===== config.mk =====
export PLATFORM = sky130hd
export DESIGN_NAME = ahb_mem_ctrl
export DESIGN_NICKNAME = d
export VERILOG_FILES = /design/src/rtl/master_package.sv /design/src/rtl/ahb_mem_wait_cnt.sv /design/src/rtl/ahb_mem_ctrl.sv
export SDC_FILE = /design/constraint.sdc
export NUM_CORES = 1
export LEC_CHECK = 0
export CAP_MARGIN = 40
export CORE_ASPECT_RATIO = 2
export CORE_MARGIN = 2
export CORE_UTILIZATION = 28
export DETAILED_ROUTE_END_ITERATION = 10
export PLACE_DENSITY = 0.82
export SLEW_MARGIN = 20
export SYNTH_ARGS = -nofsm -noshare
export SYNTH_HDL_FRONTEND = slang
export SYNTH_SLANG_ARGS = --single-unit

===== constraint.sdc =====
create_clock -name HCLK -period 2.55 [get_ports HCLK]
set_input_delay 0.765 -clock HCLK [delete_from_list [all_inputs] [get_ports HCLK]]
set_output_delay 0.765 -clock HCLK [all_outputs]
set_load 0.03 [all_outputs]

===== src/rtl/master_package.sv =====
`default_nettype none
// ============================================================================
//  master_package
//  Shared AHB-Lite types and constants used by the register-file memory
//  controller: transfer size/type encodings, response codes and the
//  controller state encoding.
//  Revision: 1.0
// ============================================================================
package master_package;

    // HSIZE encodings accepted by the register file; all other codes are illegal
    typedef enum logic [2:0] {
        BYTE      = 3'b000,
        HALF_WORD = 3'b001,
        WORD      = 3'b010
    } HSIZE_E;

    typedef enum logic [1:0] {
        IDLE   = 2'b00,
        BUSY   = 2'b01,
        NONSEQ = 2'b10,
        SEQ    = 2'b11
    } HTRANS_E;

    localparam logic HRESP_OKAY  = 1'b0;
    localparam logic HRESP_ERROR = 1'b1;

    typedef enum logic [2:0] {
        ST_IDLE   = 3'd0,
        ST_WAIT   = 3'd1,
        ST_RD     = 3'd2,
        ST_ACCESS = 3'd3,
        ST_ERR1   = 3'd4,
        ST_ERR2   = 3'd5
    } ctrl_state_e;

    // Number of bytes touched by a transfer; 0 flags an unsupported size code
    function automatic logic [3:0] size_bytes(input HSIZE_E size);
        case (size)
            BYTE:      return 4'd1;
            HALF_WORD: return 4'd2;
            WORD:      return 4'd4;
            default:   return 4'd0;
        endcase
    endfunction

endpackage
`default_nettype wire


===== src/rtl/ahb_mem_wait_cnt.sv =====
`default_nettype none
// ============================================================================
//  ahb_mem_wait_cnt
//  Loadable down-counter that times the WAIT state. done is high while the
//  count is zero, i.e. in the last wait cycle.
//  Revision: 1.0
// ============================================================================
module ahb_mem_wait_cnt #(
    parameter int WIDTH = 4
) (
    input  logic             clk,
    input  logic             rst,
    input  logic             load,
    input  logic [WIDTH-1:0] load_val,
    input  logic             dec,
    output logic             done
);

    logic [WIDTH-1:0] count;

    // Load takes priority; otherwise count down and saturate at zero
    always_ff @(posedge clk or posedge rst) begin
        if (rst) begin
            count <= '0;
        end else if (load) begin
            count <= load_val;
        end else if (dec && (count != '0)) begin
            count <= count - WIDTH'(1);
        end
    end

    assign done = (count == '0);

endmodule
`default_nettype wire


===== src/rtl/ahb_mem_ctrl.sv =====
`default_nettype none
// ============================================================================
//  ahb_mem_ctrl
//  AHB-Lite slave controller for a 256-byte register-file memory. Accepts
//  address phases, checks legality, inserts WAIT_STATES wait cycles, issues
//  one-cycle read/write strobes and returns OKAY or a two-cycle ERROR.
//  Optional feature macro: AHB_MEM_CTRL_ALIGN_CHECK_EN (misalignment -> ERROR).
//  Revision: 1.0
// ============================================================================
module ahb_mem_ctrl
    import master_package::*;
#(
    parameter int WAIT_STATES = 0
) (
    input  logic        HCLK,
    input  logic        HRESET,
    input  logic        HSEL,
    input  logic [7:0]  HADDR,
    input  logic [1:0]  HTRANS,
    input  logic        HWRITE,
    input  HSIZE_E      HSIZE,
    input  logic [31:0] HWDATA,
    input  logic        HREADY,
    output logic        HREADYOUT,
    output logic        HRESP,
    output logic [31:0] HRDATA,
    output logic        mem_we,
    output logic        mem_re,
    output logic [7:0]  mem_addr,
    output HSIZE_E      mem_size,
    output logic [31:0] mem_wdata,
    input  logic [31:0] mem_rdata
);

    localparam logic [3:0] WS = 4'(WAIT_STATES);

    ctrl_state_e state, state_next;
    logic [7:0]  addr_q;
    logic        write_q;
    HSIZE_E      size_q;

    logic        ready_phase;
    logic        accept;
    logic [3:0]  nbytes;
    logic        size_ok, range_ok, align_ok, legal;
    logic        cnt_load;
    logic [3:0]  cnt_val;
    logic        cnt_done;

    // A new address phase can only be taken while this slave is not stalling
    assign ready_phase = (state == ST_IDLE) || (state == ST_ACCESS) || (state == ST_ERR2);
    assign accept      = ready_phase && HSEL && HREADY &&
                         ((HTRANS == NONSEQ) || (HTRANS == SEQ));

    // Legality of the transfer being captured this cycle (these are exactly the
    // values loaded into the capture registers, so the first data-phase state
    // can be chosen without an extra decode cycle)
    always_comb begin
        nbytes   = size_bytes(HSIZE);
        size_ok  = (HSIZE == BYTE) || (HSIZE == HALF_WORD) || (HSIZE == WORD);
        range_ok = ({1'b0, HADDR} + {5'd0, nbytes}) <= 9'd256;
        align_ok = 1'b1;
`ifdef AHB_MEM_CTRL_ALIGN_CHECK_EN
        align_ok = !(((HSIZE == HALF_WORD) && HADDR[0]) ||
                     ((HSIZE == WORD) && (HADDR[1:0] != 2'b00)));
`endif
        legal    = size_ok && range_ok && align_ok;
    end

    // Capture address-phase control on acceptance
    always_ff @(posedge HCLK or posedge HRESET) begin
        if (HRESET) begin
            addr_q  <= 8'd0;
            write_q <= 1'b0;
            size_q  <= BYTE;
        end else if (accept) begin
            addr_q  <= HADDR;
            write_q <= HWRITE;
            size_q  <= HSIZE;
        end
    end

    // State register
    always_ff @(posedge HCLK or posedge HRESET) begin
        if (HRESET) begin
            state <= ST_IDLE;
        end else begin
            state <= state_next;
        end
    end

    // Next-state, counter load and bus/memory outputs
    always_comb begin
        state_next = state;
        cnt_load   = 1'b0;
        cnt_val    = 4'd0;
        case (state)
            ST_IDLE, ST_ACCESS, ST_ERR2: begin
                if (accept) begin
                    if (!legal) begin
                        state_next = ST_ERR1;
                    end else if (HWRITE) begin
                        if (WS != 4'd0) begin
                            state_next = ST_WAIT;
                            cnt_load   = 1'b1;
                            cnt_val    = WS - 4'd1;
                        end else begin
                            state_next = ST_ACCESS;
                        end
                    end else begin
                        state_next = ST_RD;
                    end
                end else begin
                    state_next = ST_IDLE;
                end
            end
            // The RD cycle already counts as one wait cycle of a read
            ST_RD: begin
                if (WS > 4'd1) begin
                    state_next = ST_WAIT;
                    cnt_load   = 1'b1;
                    cnt_val    = WS - 4'd2;
                end else begin
                    state_next = ST_ACCESS;
                end
            end
            ST_WAIT: begin
                if (cnt_done) begin
                    state_next = ST_ACCESS;
                end
            end
            ST_ERR1: state_next = ST_ERR2;
            default: state_next = ST_IDLE;
        endcase

        HREADYOUT = !((state == ST_WAIT) || (state == ST_RD) || (state == ST_ERR1));
        HRESP     = ((state == ST_ERR1) || (state == ST_ERR2)) ? HRESP_ERROR : HRESP_OKAY;
        mem_we    = (state == ST_ACCESS) && write_q;
        mem_re    = (state == ST_RD);
        HRDATA    = ((state == ST_ACCESS) && !write_q) ? mem_rdata : 32'd0;
        mem_wdata = mem_we ? HWDATA : 32'd0;
    end

    assign mem_addr = addr_q;
    assign mem_size = size_q;

    ahb_mem_wait_cnt #(
        .WIDTH (4)
    ) u_wait_cnt (
        .clk      (HCLK),
        .rst      (HRESET),
        .load     (cnt_load),
        .load_val (cnt_val),
        .dec      (state == ST_WAIT),
        .done     (cnt_done)
    );

endmodule
`default_nettype wire


==> impl_metrics.toml <==
[run_status]
status = "finished, violations left"
failed_checks = "setup timing"

[yosys]
synth_edf_count = 0
ys_top_cells_by_area = "dfrtp_1 (33%), and2_1 (28%), mux2_2 (9.4%)"
netlist_area_sq_mm = 0.00143
synth-seq-area-share = 0.332
async_flop_share = 1.00
synth_ff_type = "dfrtp_1"
yosysTopAreaCellShare = 0.332
avgSynthCellArea_sq_um = 9.17
synth_seq_cells = 19
synth_largest_area_cell = "dfrtp_1"
synth_cell_types = 30
syn_inst = 156
synth_fp_nets = 243
ys_warn_count = 0

[min_path]
worstHoldPathCells = 1
min_from = "mem_addr[2]"
hold_class = "reg2reg"
min_to = "mem_addr[2]"

[power]
irDropWorstVdd_uv = 645
p_per_area_mw_per_mm2 = 773
p_leak_nw = 1.47
power_mw = 2.43

[detailed_routing]
ant_nets = 0
drcViolationCount = 0
drt-vias-per-instance = 4.46
firstDrtPassIters = 4
wl_um = 5240
wl_per_cell_um = 13.7
vias = 1707
drt-initial-drc-count = 29

[layout]
register_area_sq_um = 475
areaGrowthSynthToFinish_pct = 120
design_area_sq_mm = 0.00314
drive_above_1_share = 0.350
n_antenna_cell = 0
multi_input_area_sq_um = 963
layout.nets = 414
fillers = 404

[timing]
max_freq_ghz = 0.381
fin_ws_ns = -0.0769
finalHoldViolCount = 0
slew_headroom = 0.526
worst_slew_pin_slew_ns = 0.711
finalSetupViolCount = 3
rsz0062_at_grt = "true"
period_needed_ns = 2.63
slew_violations = 0
finalCritPeriodShare = 1.03
fin_skew_ns = 0.00205

[floorplan]
die_x_um = 54.5
fp.coreArea_sq_mm = 0.00491
die_y_um = 105
start_util = 0.291
rows = 36
io_pins = 161
die_area_sq_mm = 0.00573

[global_routing]
grt_pass1_wl_um = 7990
grt_pass1_vias = 1742
grt_max_degree = 34
grt.overflow.total = 0
grt_use_total = 0.183
antenna_found_initial = 0

[setup_path]
reg2regPathDepth = 5
critPathLaunchType = "input port"
cpMaxStageDelayCell = "or4_4"
critical_path.top_delay_family = "simple AND/OR/NAND/NOR gates"
criticalPathCategory = "in2reg"
slowest_delay_ns = 0.51
setup.worst_path.start = "HSIZE[2]"
cp_max_fo = 3
r2r_start = "state[1]"
arrival_ns = 2.78
critical_path.cell_chain = "buf_8, nor3_4, ha_2, fa_1, or4_4, a221oi_4, a21oi_2, o32ai_2"
r2r_slack_ns = 0.81
critPathBufInv = 1
worst_ep_required_time_ns = 2.71
r2r_end = "mem_size[2]"
cp-end-kind = "register"

[clock_network]
insertion_delay_ns = 0.25
cts_tree = "yes"
cts_max_level = 1
cts.sinks = 19
clk_path_buf_depth = 2
root_buffer = "clkbuf_8"
cts_buffers = 3
clkTransAtPathRegs_ns = 0.07

[job]
drv_cap = 0

[place]
gp_congestion = 0.731
post-dp-hpwl_um = 4470
numPortBuffers = 159
place_area_sq_mm = 0.00303
## routing by layer
layer / routed length (um) / vias up / track usage
met2: 3050 / 94 / 0.360
met4: 70 / 0 / 0.0500
met1: 1630 / 750 / 0.176
met3: 484 / 6 / 0.0314
li1: - / 857 / -
met5: 0 / - / 0
## where the power goes
group	switching, mW	internal (mW)	leakage [nW]
Clock	0.0900	0.111	0.0228
Combinational	0.956	0.768	1.21
Sequential	0.0885	0.418	0.237
Total	1.13	1.30	1.47
## worst max path at each step
stage / end / cells after the start
4_1_cts: state[1] / 8
5_1_grt: state[1] / 8
3_5_place_dp: state[1] / 8
6_report: state[1] / 8
2_1_floorplan: state[1] / 7
3_3_place_gp: state[1] / 8
## per-stage QoR
stage | TNS, ns | hold slack, ns | setup WS, ns | std cells | util
4_1_cts | -0.147 | 0.513 | -0.0797 | 382 | 0.633
6_report | -0.137 | 0.507 | -0.0769 | 383 | 0.640
2_1_floorplan | -0.153 | 0.467 | -0.139 | 156 | -
5_1_grt | -0.361 | 0.533 | -0.153 | 383 | 0.640
3_3_place_gp | -2.13 | 0.483 | -0.728 | 376 | 0.617
3_5_place_dp | -2.24 | 0.497 | -0.773 | 376 | 0.617
## cell usage after synthesis (3+ instances only)
master / number
mux2_2: 12
and2_1: 64
a21oi_1: 3
clkbuf_1: 6
nor3b_1: 3
inv_1: 6
dfrtp_1: 19
ha_1: 4
nor2_1: 5
nor2b_1: 3
nand2_1: 6
xnor2_1: 3
## cells in the final DEF (no fill, tap or decap), types with 3 or more instances in the layout
cell             synthesis  final
nand2_1                  6      6
mux2_2                  12     12
nor2b_1                  3      3
ha_1                     4      3
dfrtp_1                 19     19
clkbuf_8                 0      3
a21oi_1                  3      3
inv_1                    6      6
dlygate4sd2_1            0      3
clkdlybuf4s50_1          0     86
buf_4                    1     77
nor2_1                   5      3
and2_1                  64     64
## timing repair
item | 4_1_cts | 5_1_grt
pin swaps | 7 | 5
endpoints found under the setup margin | 4 | 66
cloned | 0 | 0
gates resized for setup | 26 | 8
setup buffers | 2 | 1
hold buffers | 0 | 0
## flip-flops by register name, indices dropped and copies added (netlist names)
name / flops
mem_size: 3
u_wait_cnt.count: 4
state: 3
write_q: 1
mem_addr: 8
## worst register-to-register path: cells and delay by family (launching register included)
family	cells	cell delay [ns]
mux	1	0.35
buf+inv	1	0.17
compound gates	2	0.38
flops	1	0.47
simple gates	1	0.27
## cell families (layout without fill, tap and decap cells)
logic type	after synthesis	after routing	synth area share
flops	19	19	0.332
compound gates	12	12	0.0840
xor+xnor	3	3	0.0184
fa+ha+maj	5	5	0.0490
buf+inv	14	184	0.0402
mux	12	12	0.0945
simple gates	91	91	0.381
## area by class of cell
cell class	count	area share
timing repair buffer	174	0.498
multi-input combinational	123	0.307
sequential	19	0.151
tap	57	0.0227
clock buffer	4	0.0143
inverter	6	0.00717
(Power assumes the default switching activity.)
